<file path="src/rtl/clic_pkg.sv">
// Shared widths and types for the CLIC preemption controller and its frame stack.
package clic_pkg;

  localparam int unsigned IMemAddrWidth = 16;
  localparam int unsigned PrioWidth     = 3;
  localparam int unsigned VecWidth      = 3;
  localparam int unsigned NumVecs       = 2 ** VecWidth;
  localparam int unsigned PcWidth       = IMemAddrWidth;
  localparam int unsigned DefStackDepth = 4;

  typedef logic [PrioWidth-1:0] prio_t;
  typedef logic [VecWidth-1:0]  vec_t;
  typedef logic [PcWidth-1:0]   pc_t;

  typedef enum logic [1:0] {
    IDLE = 2'd0,
    TAKE = 2'd1,
    JUMP = 2'd2,
    RET  = 2'd3
  } ctrl_state_t;

  typedef struct packed {
    pc_t   pc;
    prio_t level;
  } frame_t;

endpackage

</file>
<file path="src/rtl/clic_frame_stack.sv">
// LIFO of interrupt frames; only the occupancy counter is reset, entries are don't-care.
module clic_frame_stack
  import clic_pkg::*;
#(
  parameter  int unsigned Depth  = DefStackDepth,
  localparam int unsigned DepthW = $clog2(Depth + 1),
  localparam int unsigned IdxW   = (Depth > 1) ? $clog2(Depth) : 1
) (
  input  logic              clk,
  input  logic              rst_n,
  input  logic              push_i,
  input  logic              pop_i,
  input  frame_t            frame_i,
  output frame_t            top_o,
  output logic [DepthW-1:0] depth_o
);

  frame_t            mem_q [Depth];
  logic [DepthW-1:0] depth_q, depth_d;
  logic              full, empty;

  assign full  = (depth_q == DepthW'(Depth));
  assign empty = (depth_q == '0);

  // Saturating occupancy update; push wins if both are requested.
  always_comb begin
    depth_d = depth_q;
    if (push_i && !full) begin
      depth_d = depth_q + DepthW'(1);
    end else if (pop_i && !empty) begin
      depth_d = depth_q - DepthW'(1);
    end
  end

  always_ff @(posedge clk or negedge rst_n) begin
    if (!rst_n) begin
      depth_q <= '0;
    end else begin
      depth_q <= depth_d;
    end
  end

  always_ff @(posedge clk) begin
    if (push_i && !full) begin
      mem_q[IdxW'(depth_q)] <= frame_i;
    end
  end

  assign top_o   = mem_q[IdxW'(depth_q - DepthW'(1))];
  assign depth_o = depth_q;

endmodule

</file>
<file path="src/rtl/clic_preempt_ctrl.sv">
// Interrupt entry/exit sequencer: pushes return frames, redirects fetch, restores level on mret.
// Optional CLIC_TAIL_CHAIN_EN: a higher pend seen with mret reuses the top frame instead of returning.
module clic_preempt_ctrl
  import clic_pkg::*;
#(
  parameter  int unsigned StackDepth = DefStackDepth,
  localparam int unsigned DepthW     = $clog2(StackDepth + 1)
) (
  input  logic              clk,
  input  logic              reset,
  input  logic              is_int,
  input  prio_t             max_prio,
  input  vec_t              max_vec,
  input  pc_t               vec_addr,
  input  pc_t               pc_in,
  input  logic              mret,
  output pc_t               pc_out,
  output logic              pc_sel,
  output prio_t             level,
  output logic              clear_pend,
  output vec_t              clear_vec,
  output logic [DepthW-1:0] depth,
  output logic              overflow
);

  ctrl_state_t       state_q, state_d;
  prio_t             prio_q, prio_d, level_q, level_d;
  pc_t               vaddr_q, vaddr_d, pc_out_q, pc_out_d;
  vec_t              clear_vec_q, clear_vec_d;
  logic              tail_q, tail_d;
  logic              pc_sel_q, pc_sel_d;
  logic              clear_pend_q, clear_pend_d;
  logic              overflow_q, overflow_d;
  logic              push, pop, full, ret_req, take_req, tail_now;
  frame_t            push_frame, top_frame;
  logic [DepthW-1:0] depth_w;

  assign push_frame = '{pc: pc_in, level: level_q};

  clic_frame_stack #(
    .Depth (StackDepth)
  ) u_stack (
    .clk     (clk),
    .rst_n   (reset),
    .push_i  (push),
    .pop_i   (pop),
    .frame_i (push_frame),
    .top_o   (top_frame),
    .depth_o (depth_w)
  );

  assign full     = (depth_w == DepthW'(StackDepth));
  assign ret_req  = mret && (depth_w != '0);
  assign take_req = is_int && (max_prio > level_q);

`ifdef CLIC_TAIL_CHAIN_EN
  assign tail_now = is_int && (max_prio > top_frame.level);
`else
  assign tail_now = 1'b0;
`endif

  always_ff @(posedge clk or negedge reset) begin
    if (!reset) begin
      state_q <= IDLE;
    end else begin
      state_q <= state_d;
    end
  end

  // Return has priority over a take; a full stack refuses the take.
  always_comb begin
    state_d = state_q;
    unique case (state_q)
      IDLE: begin
        if (ret_req) begin
          state_d = RET;
        end else if (take_req && !full) begin
          state_d = TAKE;
        end
      end
      TAKE:    state_d = JUMP;
      JUMP:    state_d = IDLE;
      RET:     state_d = tail_q ? JUMP : IDLE;
      default: state_d = IDLE;
    endcase
  end

  // Outputs are computed one cycle ahead so they appear registered in the state they belong to.
  always_comb begin
    prio_d       = prio_q;
    vaddr_d      = vaddr_q;
    tail_d       = tail_q;
    level_d      = level_q;
    pc_out_d     = pc_out_q;
    clear_vec_d  = clear_vec_q;
    overflow_d   = overflow_q;
    pc_sel_d     = 1'b0;
    clear_pend_d = 1'b0;
    push         = 1'b0;
    pop          = 1'b0;
    unique case (state_q)
      IDLE: begin
        if (ret_req) begin
          tail_d = tail_now;
          if (tail_now) begin
            prio_d       = max_prio;
            vaddr_d      = vec_addr;
            clear_pend_d = 1'b1;
            clear_vec_d  = max_vec;
          end else begin
            pc_sel_d = 1'b1;
            pc_out_d = top_frame.pc;
          end
        end else if (take_req) begin
          if (full) begin
            overflow_d = 1'b1;
          end else begin
            prio_d       = max_prio;
            vaddr_d      = vec_addr;
            clear_pend_d = 1'b1;
            clear_vec_d  = max_vec;
          end
        end
      end
      TAKE: begin
        push     = 1'b1;
        level_d  = prio_q;
        pc_sel_d = 1'b1;
        pc_out_d = vaddr_q;
      end
      RET: begin
        if (tail_q) begin
          level_d  = prio_q;
          pc_sel_d = 1'b1;
          pc_out_d = vaddr_q;
        end else begin
          pop     = 1'b1;
          level_d = top_frame.level;
        end
      end
      default: ;
    endcase
  end

  always_ff @(posedge clk or negedge reset) begin
    if (!reset) begin
      prio_q       <= '0;
      vaddr_q      <= '0;
      tail_q       <= 1'b0;
      level_q      <= '0;
      pc_out_q     <= '0;
      clear_vec_q  <= '0;
      overflow_q   <= 1'b0;
      pc_sel_q     <= 1'b0;
      clear_pend_q <= 1'b0;
    end else begin
      prio_q       <= prio_d;
      vaddr_q      <= vaddr_d;
      tail_q       <= tail_d;
      level_q      <= level_d;
      pc_out_q     <= pc_out_d;
      clear_vec_q  <= clear_vec_d;
      overflow_q   <= overflow_d;
      pc_sel_q     <= pc_sel_d;
      clear_pend_q <= clear_pend_d;
    end
  end

  assign pc_out     = pc_out_q;
  assign pc_sel     = pc_sel_q;
  assign level      = level_q;
  assign clear_pend = clear_pend_q;
  assign clear_vec  = clear_vec_q;
  assign depth      = depth_w;
  assign overflow   = overflow_q;

endmodule

</file>
<file path="config.mk">
export PLATFORM = sky130hd
export DESIGN_NAME = clic_preempt_ctrl
export DESIGN_NICKNAME = d
export VERILOG_FILES = /design/src/rtl/clic_pkg.sv /design/src/rtl/clic_frame_stack.sv /design/src/rtl/clic_preempt_ctrl.sv
export SDC_FILE = /design/constraint.sdc
export NUM_CORES = 1
export LEC_CHECK = 0
export CORE_MARGIN = 8
export CORE_UTILIZATION = 40
export CTS_CLUSTER_SIZE = 24
export DETAILED_ROUTE_END_ITERATION = 8
export PLACE_DENSITY_LB_ADDON = 0.08
export SYNTH_ARGS = -nofsm -noshare
export SYNTH_HDL_FRONTEND = slang
export SYNTH_SLANG_ARGS = --single-unit
</file>
<file path="constraint.sdc">
create_clock -name clk -period 8.7 [get_ports clk]
set_clock_uncertainty 0.2 [all_clocks]
set_input_delay 0.87 -clock clk [delete_from_list [all_inputs] [get_ports clk]]
set_output_delay 0.87 -clock clk [all_outputs]
set_load 0.02 [all_outputs]
</file>
==> results of run 1 <==
-- per-layer routing --
metal	GRT usage (%)	routed length [um]
met1	17.3	4840
met2	22.8	5260
met3	4.72	543
met4	6.91	204
met5	0	0
-- logic make-up (layout without fill, tap and decap cells) --
logic type | after synthesis | after routing | share of synthesized area, %
compound gates | 68 | 68 | 7.87
xor+xnor | 2 | 2 | 0.345
fa+ha+maj | 8 | 8 | 1.97
buf+inv | 28 | 118 | 2.96
flops | 125 | 125 | 69.1
mux | 42 | 42 | 14.9
simple gates | 22 | 22 | 2.81
-- synth_stat cells, drive strengths merged, types with 3 or more instances --
master / n / share of area [%]
o22ai: 16 / 2.0
edfxtp: 76 / 45
and3: 3 / 0.37
inv: 11 / 0.81
nand2: 4 / 0.30
nor2: 5 / 0.67
ha: 8 / 2.0
buf: 10 / 1.6
a21oi: 6 / 0.67
mux4: 19 / 8.4
mux2: 22 / 6.3
nand3: 3 / 0.39
dfrtp: 49 / 24
clkbuf: 7 / 0.52
o21ai: 36 / 3.6
-- power groups by stage --
stage	Combinational [mW]	Clock [mW]	Sequential [mW]
2_1_floorplan	0.532	0	0.948
3_3_place_gp	0.876	0	0.898
3_5_place_dp	0.880	0	0.901
4_1_cts	0.881	0.663	0.893
5_1_grt	0.939	0.689	0.910
6_report	0.862	0.649	0.892
-- worst max-delay path, delay by kind of cell --
family	cells	cell delay (ns)
buffers and inverters	3	0.92
and+or+nand+nor	2	0.82
adders and majority gates	1	0.28
muxes	1	0.33
AOI/OAI and AO/OA	1	0.16
-- cell type report --
cell class / count / area [um^2] / area share, %
Multi-Input combinational cell: 142 / 1420 / 22.0
Sequential cell: 125 / 3510 / 54.3
Inverter: 11 / 41.3 / 0.639
Timing Repair Buffer: 75 / 731 / 11.3
Clock inverter: 11 / 100 / 1.55
Tap cell: 172 / 215 / 3.33
Clock buffer: 21 / 440 / 6.82
-- registers in the layout, indices dropped and copies added, names as in the netlist, 2 cells and up --
| name | count |
|---|---|
| clear_vec | 3 |
| u_stack.mem_q | 76 |
| state_q | 2 |
| vaddr_q | 16 |
| pc_out | 16 |
| u_stack.depth_o | 3 |
| prio_q | 3 |
| level | 3 |
-- worst max-delay path by stage --
stage                                endpoint  slack (ns)  cells after the start
after global routing               pc_out[11]        5.20                      7
after CTS                           pc_out[9]        5.38                      7
after global placement           clear_vec[2]        5.02                      8
final                             vaddr_q[13]        5.39                      8
after floorplan           u_stack.mem_q[0][0]        5.54                      5
after detailed placement          vaddr_q[15]        4.94                      8
==> flow_summary.toml, run 1 <==
[outcome]
status = "complete, no violations"

[timing]
setup_slack_ns = 5.39
period_share_pct = 38.0
max_freq_mhz = 302
hold_viol = 0
setup-violations-final = 0
min_period_ns = 3.31
maxSlewViolCount = 0
rsz0062_at_grt = "false"
whs_ns = 0.263
worst_pin_slew_ns = 1.13
maxSlewHeadroom_pct = 24.7
fin_setup_tns_ns = 0

[power_and_ir_drop]
design_power_total_mw = 2.40
irDropWorstVdd_mv = 0.156
swShare_pct = 31.9
p_comb_share_pct = 35.9
pwr-share-seq_pct = 37.1
p_leak_nw = 2.40
p_per_area_mw_per_mm2 = 372
power.switching_mw = 0.766
internal-power_mw = 1.64
clkPwrFrac_pct = 27.0

[placement]
dpl_worst_slack_ns = 4.94
place_area_mm2 = 0.00592
hpwl_mm = 6.58
portBuffers = 69
gp_congestion = 0.715
placedCellCount = 525

[critical_path]
crit_required_ns = 8.79
slowest_delay_ns = 0.74
slowest_stage = "nor3_4"
r2r_slack_ns = 5.41
critical_path_class = "in -> reg"
end_kind = "register"
rr_worst_depth = 8
worstPathArrival_ns = 3.40
crit_fanout = 12
cp-start-kind = "input port"
timing.rr.start = "u_stack.depth_o[0]"
reg2reg_to = "vaddr_q[13]"
worstSetupStartpoint = "max_prio[0]"
crit_chain = "clkdlybuf4s50_1, inv_1, ha_1, nand3_1, o211ai_1, nor3_4, buf_4, mux2_4"

[cells_and_area]
design_area_mm2 = 0.00646
layout_common_cells = "76 x edfxtp_1, 68 x clkdlybuf4s50_1, 49 x dfrtp_1"
num_antenna_cells = 0
drive_gt1_share_pct = 20.8
nets = 422
fill_cells = 1098
post-route-util_pct = 51.6
mostFrequentLayoutCell = "edfxtp_1"
final_cells = 557
area_delta_synth_final_pct = 27.2

[floorplan]
num_io_pins = 70
start_util_pct = 40.5
die_y_um = 129
die_w_um = 129
core_area_mm2 = 0.0125
row_count = 41
dieArea_mm2 = 0.0165

[cts]
clk_latency_ns = 0.41
cts_root_buffer = "clkbuf_16"
holdBufCountCts = 0
cts_resized = 0
h-tree-depth = 4
cts.sinks = 125
path_clk_slew_ns = 0.05
cts_tree = "yes"
cts_setup_buffers = 0
cts_buffers = 17
clockBufferDepth = 2

[global_route]
grt_pass1_wl_mm = 17.3
grt_pass1_vias = 3090
grt_use_total_pct = 14.3
grt_max_degree = 50
overflow = 0
antenna_found_initial = 0

[drt]
drt_wl_total_mm = 10.9
route.detailed.drc = 0
drt-initial-drc-count = 148
via_count = 2821
routed_via_density = 5.06
first_pass_iters = 6
routedWlPerCell_um = 19.5
ant_nets = 0

[yosys]
syn_area_per_cell_um2 = 17.2
syn_area_mm2 = 0.00507
synth_cell_types = 40
synth-edff-count = 76
yosys_warnings = 0
synth_top_flop_cell = "edfxtp_1"
netlist_instances = 295
synth-async-reset-ratio_pct = 39.2
syn-num-nets = 345
ys_seq_area_share_pct = 69.1
ys_seq_elements = 125

[min_path]
hp-class = "reg -> reg"
holdPathEnd = "overflow"
min_path_cells = 1
min_from = "overflow"

[run]
cap_violations = 0
Power figures use the tool's default switching activity.
==> inputs of run 2 (changes only) <==
==> constraint.sdc (replaced) <==
create_clock -name clk -period 3.15 [get_ports clk]
set_clock_uncertainty 0.2 [all_clocks]
set_input_delay 0.315 -clock clk [delete_from_list [all_inputs] [get_ports clk]]
set_output_delay 0.315 -clock clk [all_outputs]
set_load 0.02 [all_outputs]
==> run 2 against run 1 <==
Critical path depth down 2. Die area stayed put. Sequential power grew to 2.8 times the previous value. Wire length is 2.9% higher. Clock-buffer cell count decreased by 1. Register-to-register slack got worse by 4.7 ns. Final area rose by 0.79%. Combinational power increased to 2.8 times the previous value. Critical endpoint is now pc_out[12].
==> flow_summary.toml, run 2 (synthesized netlist as in run 1, its figures left out) <==
[critical_path]
crit_required_ns = 3.20
slowest_stage = "or2_1"
rr_worst_depth = 6
end_kind = "register"
worstSetupStartpoint = "u_stack.depth_o[1]"
r2r_slack_ns = 0.70
crit_fanout = 18
worstPathArrival_ns = 2.50
cp-start-kind = "register"
slowest_delay_ns = 0.56
critical_path_class = "reg -> reg"
timing.rr.start = "u_stack.depth_o[1]"
crit_chain = "inv_1, ha_1, nand2b_1, a21oi_2, or2_1, o21ai_0"

[placement]
hpwl_mm = 7.03
gp_congestion = 0.724
place_area_mm2 = 0.00599
portBuffers = 69

[floorplan]
dieArea_mm2 = 0.0165
die_w_um = 129
row_count = 41
num_io_pins = 70
die_y_um = 129
core_area_mm2 = 0.0125
start_util_pct = 40.5

[cts]
cts_root_buffer = "clkbuf_16"
holdBufCountCts = 1
cts_setup_buffers = 0
cts_resized = 0
clockBufferDepth = 2
clk_latency_ns = 0.41
cts.sinks = 125
path_clk_slew_ns = 0.05
h-tree-depth = 4
cts_tree = "yes"
cts_buffers = 17

[power_and_ir_drop]
internal-power_mw = 4.40
clkPwrFrac_pct = 25.2
pwr-share-seq_pct = 37.8
p_per_area_mw_per_mm2 = 1010
p_leak_nw = 2.42
design_power_total_mw = 6.58
swShare_pct = 33.2
power.switching_mw = 2.18
irDropWorstVdd_mv = 0.430
p_comb_share_pct = 36.9

[global_route]
overflow = 0
grt_pass1_wl_mm = 18.1
grt_use_total_pct = 15.0
antenna_found_initial = 0
grt_max_degree = 31
grt_pass1_vias = 3193

[cells_and_area]
layout_common_cells = "76 x edfxtp_1, 68 x clkdlybuf4s50_1, 49 x dfrtp_1"
num_antenna_cells = 0
area_delta_synth_final_pct = 28.3
largest_reg_flops = 76
drive_gt1_share_pct = 22.6
mostFrequentLayoutCell = "edfxtp_1"
post-route-util_pct = 52.0
nets = 430
design_area_mm2 = 0.00651
top_register = "u_stack.mem_q"

[timing]
min_period_ns = 2.45
period_share_pct = 77.7
max_freq_mhz = 409
setup-violations-final = 0
fin_setup_tns_ns = 0
maxSlewViolCount = 0
maxSlewHeadroom_pct = 52.0
rsz0062_at_grt = "false"
whs_ns = 0.260
hold_viol = 0
worst_pin_slew_ns = 0.721

[drt]
routedWlPerCell_um = 19.8
ant_nets = 0
route.detailed.drc = 0
via_count = 2861
drt_wl_total_mm = 11.2
routed_via_density = 5.06
first_pass_iters = 5
drt-initial-drc-count = 153

[run]
cap_violations = 0

[min_path]
min_path_cells = 1
min_from = "overflow"
hp-class = "reg -> reg"

[outcome]
status = "complete, no violations"
==> run 2: changes by cell type in the layout (fill, tap and decap cells not counted), sizes merged <==
cell         change
buf              +7
dlygate4sd3      +1
bufinv           -2
clkbuf           -1
clkinv           -2
inv              +1
clkinvlp         +4
==> run 2: path summary, 6_finish.rpt <==
kind                              end
max                        pc_out[12]
min                          overflow
max reg2reg                pc_out[12]
min reg2reg                  overflow
max in group asynchronous  pc_out[15]
min in group asynchronous   prio_q[1]
==> run 2: layout make-up <==
type	count	area, um^2
Inverter	11	41.3
Tap cell	172	215
Multi-Input combinational cell	142	1430
Timing Repair Buffer	83	806
Clock buffer	20	437
Fill cell	1104	6010
Clock inverter	12	73.8
Sequential cell	125	3510
==> run 2: routing by layer <==
| metal | share of wire [%] | vias to the layer above | track usage (%) |
|---|---|---|---|
| met5 | 0 | - | 0 |
| met1 | 45 | 1461 | 18.1 |
| met2 | 48 | 67 | 24.0 |
| li1 | - | 1320 | - |
| met4 | 1.4 | 0 | 7.19 |
| met3 | 4.8 | 13 | 4.76 |
==> run 2: critical path, delay by kind of cell (launching register included) <==
family | cells | cell delay [ns]
buffers and inverters | 1 | 0.15
DFF | 1 | 0.43
AOI/OAI and AO/OA | 2 | 0.40
and+or+nand+nor | 2 | 0.76
adders and majority gates | 1 | 0.35
==> run 2: power by group through the flow <==
stage	combinational [mW]	sequential (mW)	clock, mW
global placement	2.44	2.51	0
global route	2.65	2.55	1.79
detailed placement	2.47	2.52	0
floorplan	1.47	2.62	0
finish	2.43	2.49	1.66
CTS	2.47	2.50	1.71
==> run 2: per-stage QoR <==
step / setup slack (ns) / cells
after detailed placement: 0.595 / 532
after floorplan: 0.565 / 295
final: 0.703 / 565
after CTS: 0.672 / 565
after global routing: 0.503 / 565
after global placement: 0.634 / 532
==> variant (config.mk and constraints of run 1) <==
Set the package constant `PrioWidth` to 5 (it was 3).
--- a/src/rtl/clic_pkg.sv
+++ b/src/rtl/clic_pkg.sv
@@ -3,5 +3,5 @@
 
   localparam int unsigned IMemAddrWidth = 16;
-  localparam int unsigned PrioWidth     = 3;
+  localparam int unsigned PrioWidth     = 5;
   localparam int unsigned VecWidth      = 3;
   localparam int unsigned NumVecs       = 2 ** VecWidth;
Interface: changed (resized level and max_prio); port bits go from 70 to 74. The function was not compared with the original's and may differ.
==> variant against run 1 <==
Sequential cell count grew 12. Power grew 5.3%. Synthesized area grew 8.7%. Worst hold slack gained 17 ps. Count of clock-buffer cells in the layout shrank 1. Sequential share of layout area grew 0.67 points. Design area grew 8.4%. Worst setup slack lost 90 ps. Global-route usage shrank 0.66 points. Wire length grew 4.5%. Largest cell class unchanged. Largest power group unchanged.
==> variant: results (changes against run 1) <==
global_route:
  grt_max_degree: 54  # +8.0%
  grt-ovfl-total: 0  # unchanged
  groute.usage.overall: 0.137  # -0.00664
  grt_pass1_wl_mm: 18.2  # +5.4%
  first_global_vias: 3188  # +3.2%
  antenna_found_initial: 0  # unchanged
status:
  status: "completed"
cells_and_area:
  largest_register: "u_stack.mem_q"
  antenna_cells: 0  # unchanged
  largest_register_ffs: 84  # +11%
  fin_nets: 459  # +8.8%
  drive_gt1_frac: 0.204  # -0.00396
routing:
  drt-initial-drc-count: 155  # +4.7%
  routed-via-count: 2946  # +4.4%
  dr.pass1.iters: 4  # -2
  wl_per_cell_um: 19.0  # -2.5%
pwr:
  ir_drop_mv: 0.193  # +23%
  power_switching_uw: 818  # +6.7%
  power.leakage_uw: 0.00269  # +12%
clock_network:
  clkLatencyLatePin_ps: 410  # about the same
  htree_num_levels: 4  # unchanged
  cts_resized: 0  # unchanged
  cts_setup_buffers: 0  # unchanged
  clock_path_buffers: 2  # unchanged
  root_buffer: "clkbuf_16"
  path_clk_slew_ps: 50  # about the same
  cts_buffers: 17  # unchanged
yosys:
  ys_async_sr_fraction: 0.387  # -0.00514
  ys_seq_area_frac: 0.698  # +0.00618
  synth_edf_count: 84  # +11%
  ys_warn_count: 0  # unchanged
  synth.distinct_cells: 32  # -20%
  yosys-top-cells-area: "edfxtp_1, dfrtp_1, mux4_2"
  synthTopCellsByCount: "edfxtp_1, dfrtp_1, mux4_2, nand2_1, mux2_4"
  syn_nets: 374  # +8.4%
timing:
  tightest_slew_ps: 1140  # +13.0 ps
  hold_slack_ps: 279  # +16.5 ps
setup_path:
  critPathSlowestCell: "o21ai_4"
  critPathMaxFanout: 24  # +12
  cp_data_arrival_time_ps: 3490  # +90 ps
  slowest_delay_ps: 820  # +80 ps
  reg2reg_slack_ps: 5500  # +90 ps
  crit_family: "compound AO/OA/AOI/OAI gates"
min_path:
  hp-class: "reg -> reg"
placement:
  portBuffers: 73  # +5.8%
  hpwl_mm: 7.49  # +14%
  place.gp.congestion: 0.736  # +3.0%
==> variant: worst paths after layout <==
| path | start | endpoint | cells after the start |
|---|---|---|---|
| min in group asynchronous | reset | level[4] | 2 |
| max in group asynchronous | reset | pc_out[0] | 2 |
| setup reg to reg | u_stack.depth_o[0] | u_stack.depth_o[2] | 9 |
| hold reg to reg | pc_out[2] | pc_out[2] | 2 |
| hold / removal | pc_out[2] | pc_out[2] | 2 |
| setup / recovery | max_prio[2] | vaddr_q[0] | 6 |
==> variant: final cells by class <==
type	count	area (um^2)
fill	1193	6670
tap	180	225
clock inverter	12	104
timing repair buffer	82	793
sequential	137	3850
multi-input combinational	155	1550
inverter	11	41.3
clock buffer	20	437
==> variant: logic make-up (layout without fill, tap and decap cells) <==
family	after synthesis	after routing	share of synthesized area
DFF	137	137	0.698
AOI/OAI and AO/OA	52	52	0.0608
muxes	51	51	0.159
and+or+nand+nor	40	40	0.0327
buffers and inverters	27	125	0.0231
adders and majority gates	11	11	0.0249
xor gates and xnor gates	1	1	0.00159
==> variant: metrics by stage <==
step	total power, uW	setup slack [ps]	area (um^2)	std cells	utilization
detailed placement	1910	4830	6460	565	0.473
global route	2690	5200	7000	597	0.512
finish	2530	5300	7000	597	0.512
CTS	2570	5280	7000	597	0.512
global placement	1900	4850	6460	565	0.473
floorplan	1560	5710	5520	319	-
==> variant: metal layers <==
metal,vias to the layer above,share of wire,track usage,routed length (um)
li1,1395,-,-,-
met1,1472,0.49,0.186,5580
met2,73,0.44,0.194,5010
met3,6,0.059,0.0550,668
met4,0,0.0071,0.0487,80
met5,-,0,0,0
==> variant: worst min-delay path: cells and delay by family, from the launching register on <==
kind / cells / cell delay (ps)
DFF: 1 / 340
AOI/OAI and AO/OA: 1 / 60
and+or+nand+nor: 1 / 50
==> variant: power by group through the flow <==
stage | Sequential, uW | Clock (uW) | Combinational (uW)
5_1_grt | 1020 | 697 | 973
4_1_cts | 995 | 670 | 905
2_1_floorplan | 1040 | 0 | 526
6_report | 994 | 651 | 885
3_5_place_dp | 1010 | 0 | 902
3_3_place_gp | 1000 | 0 | 893
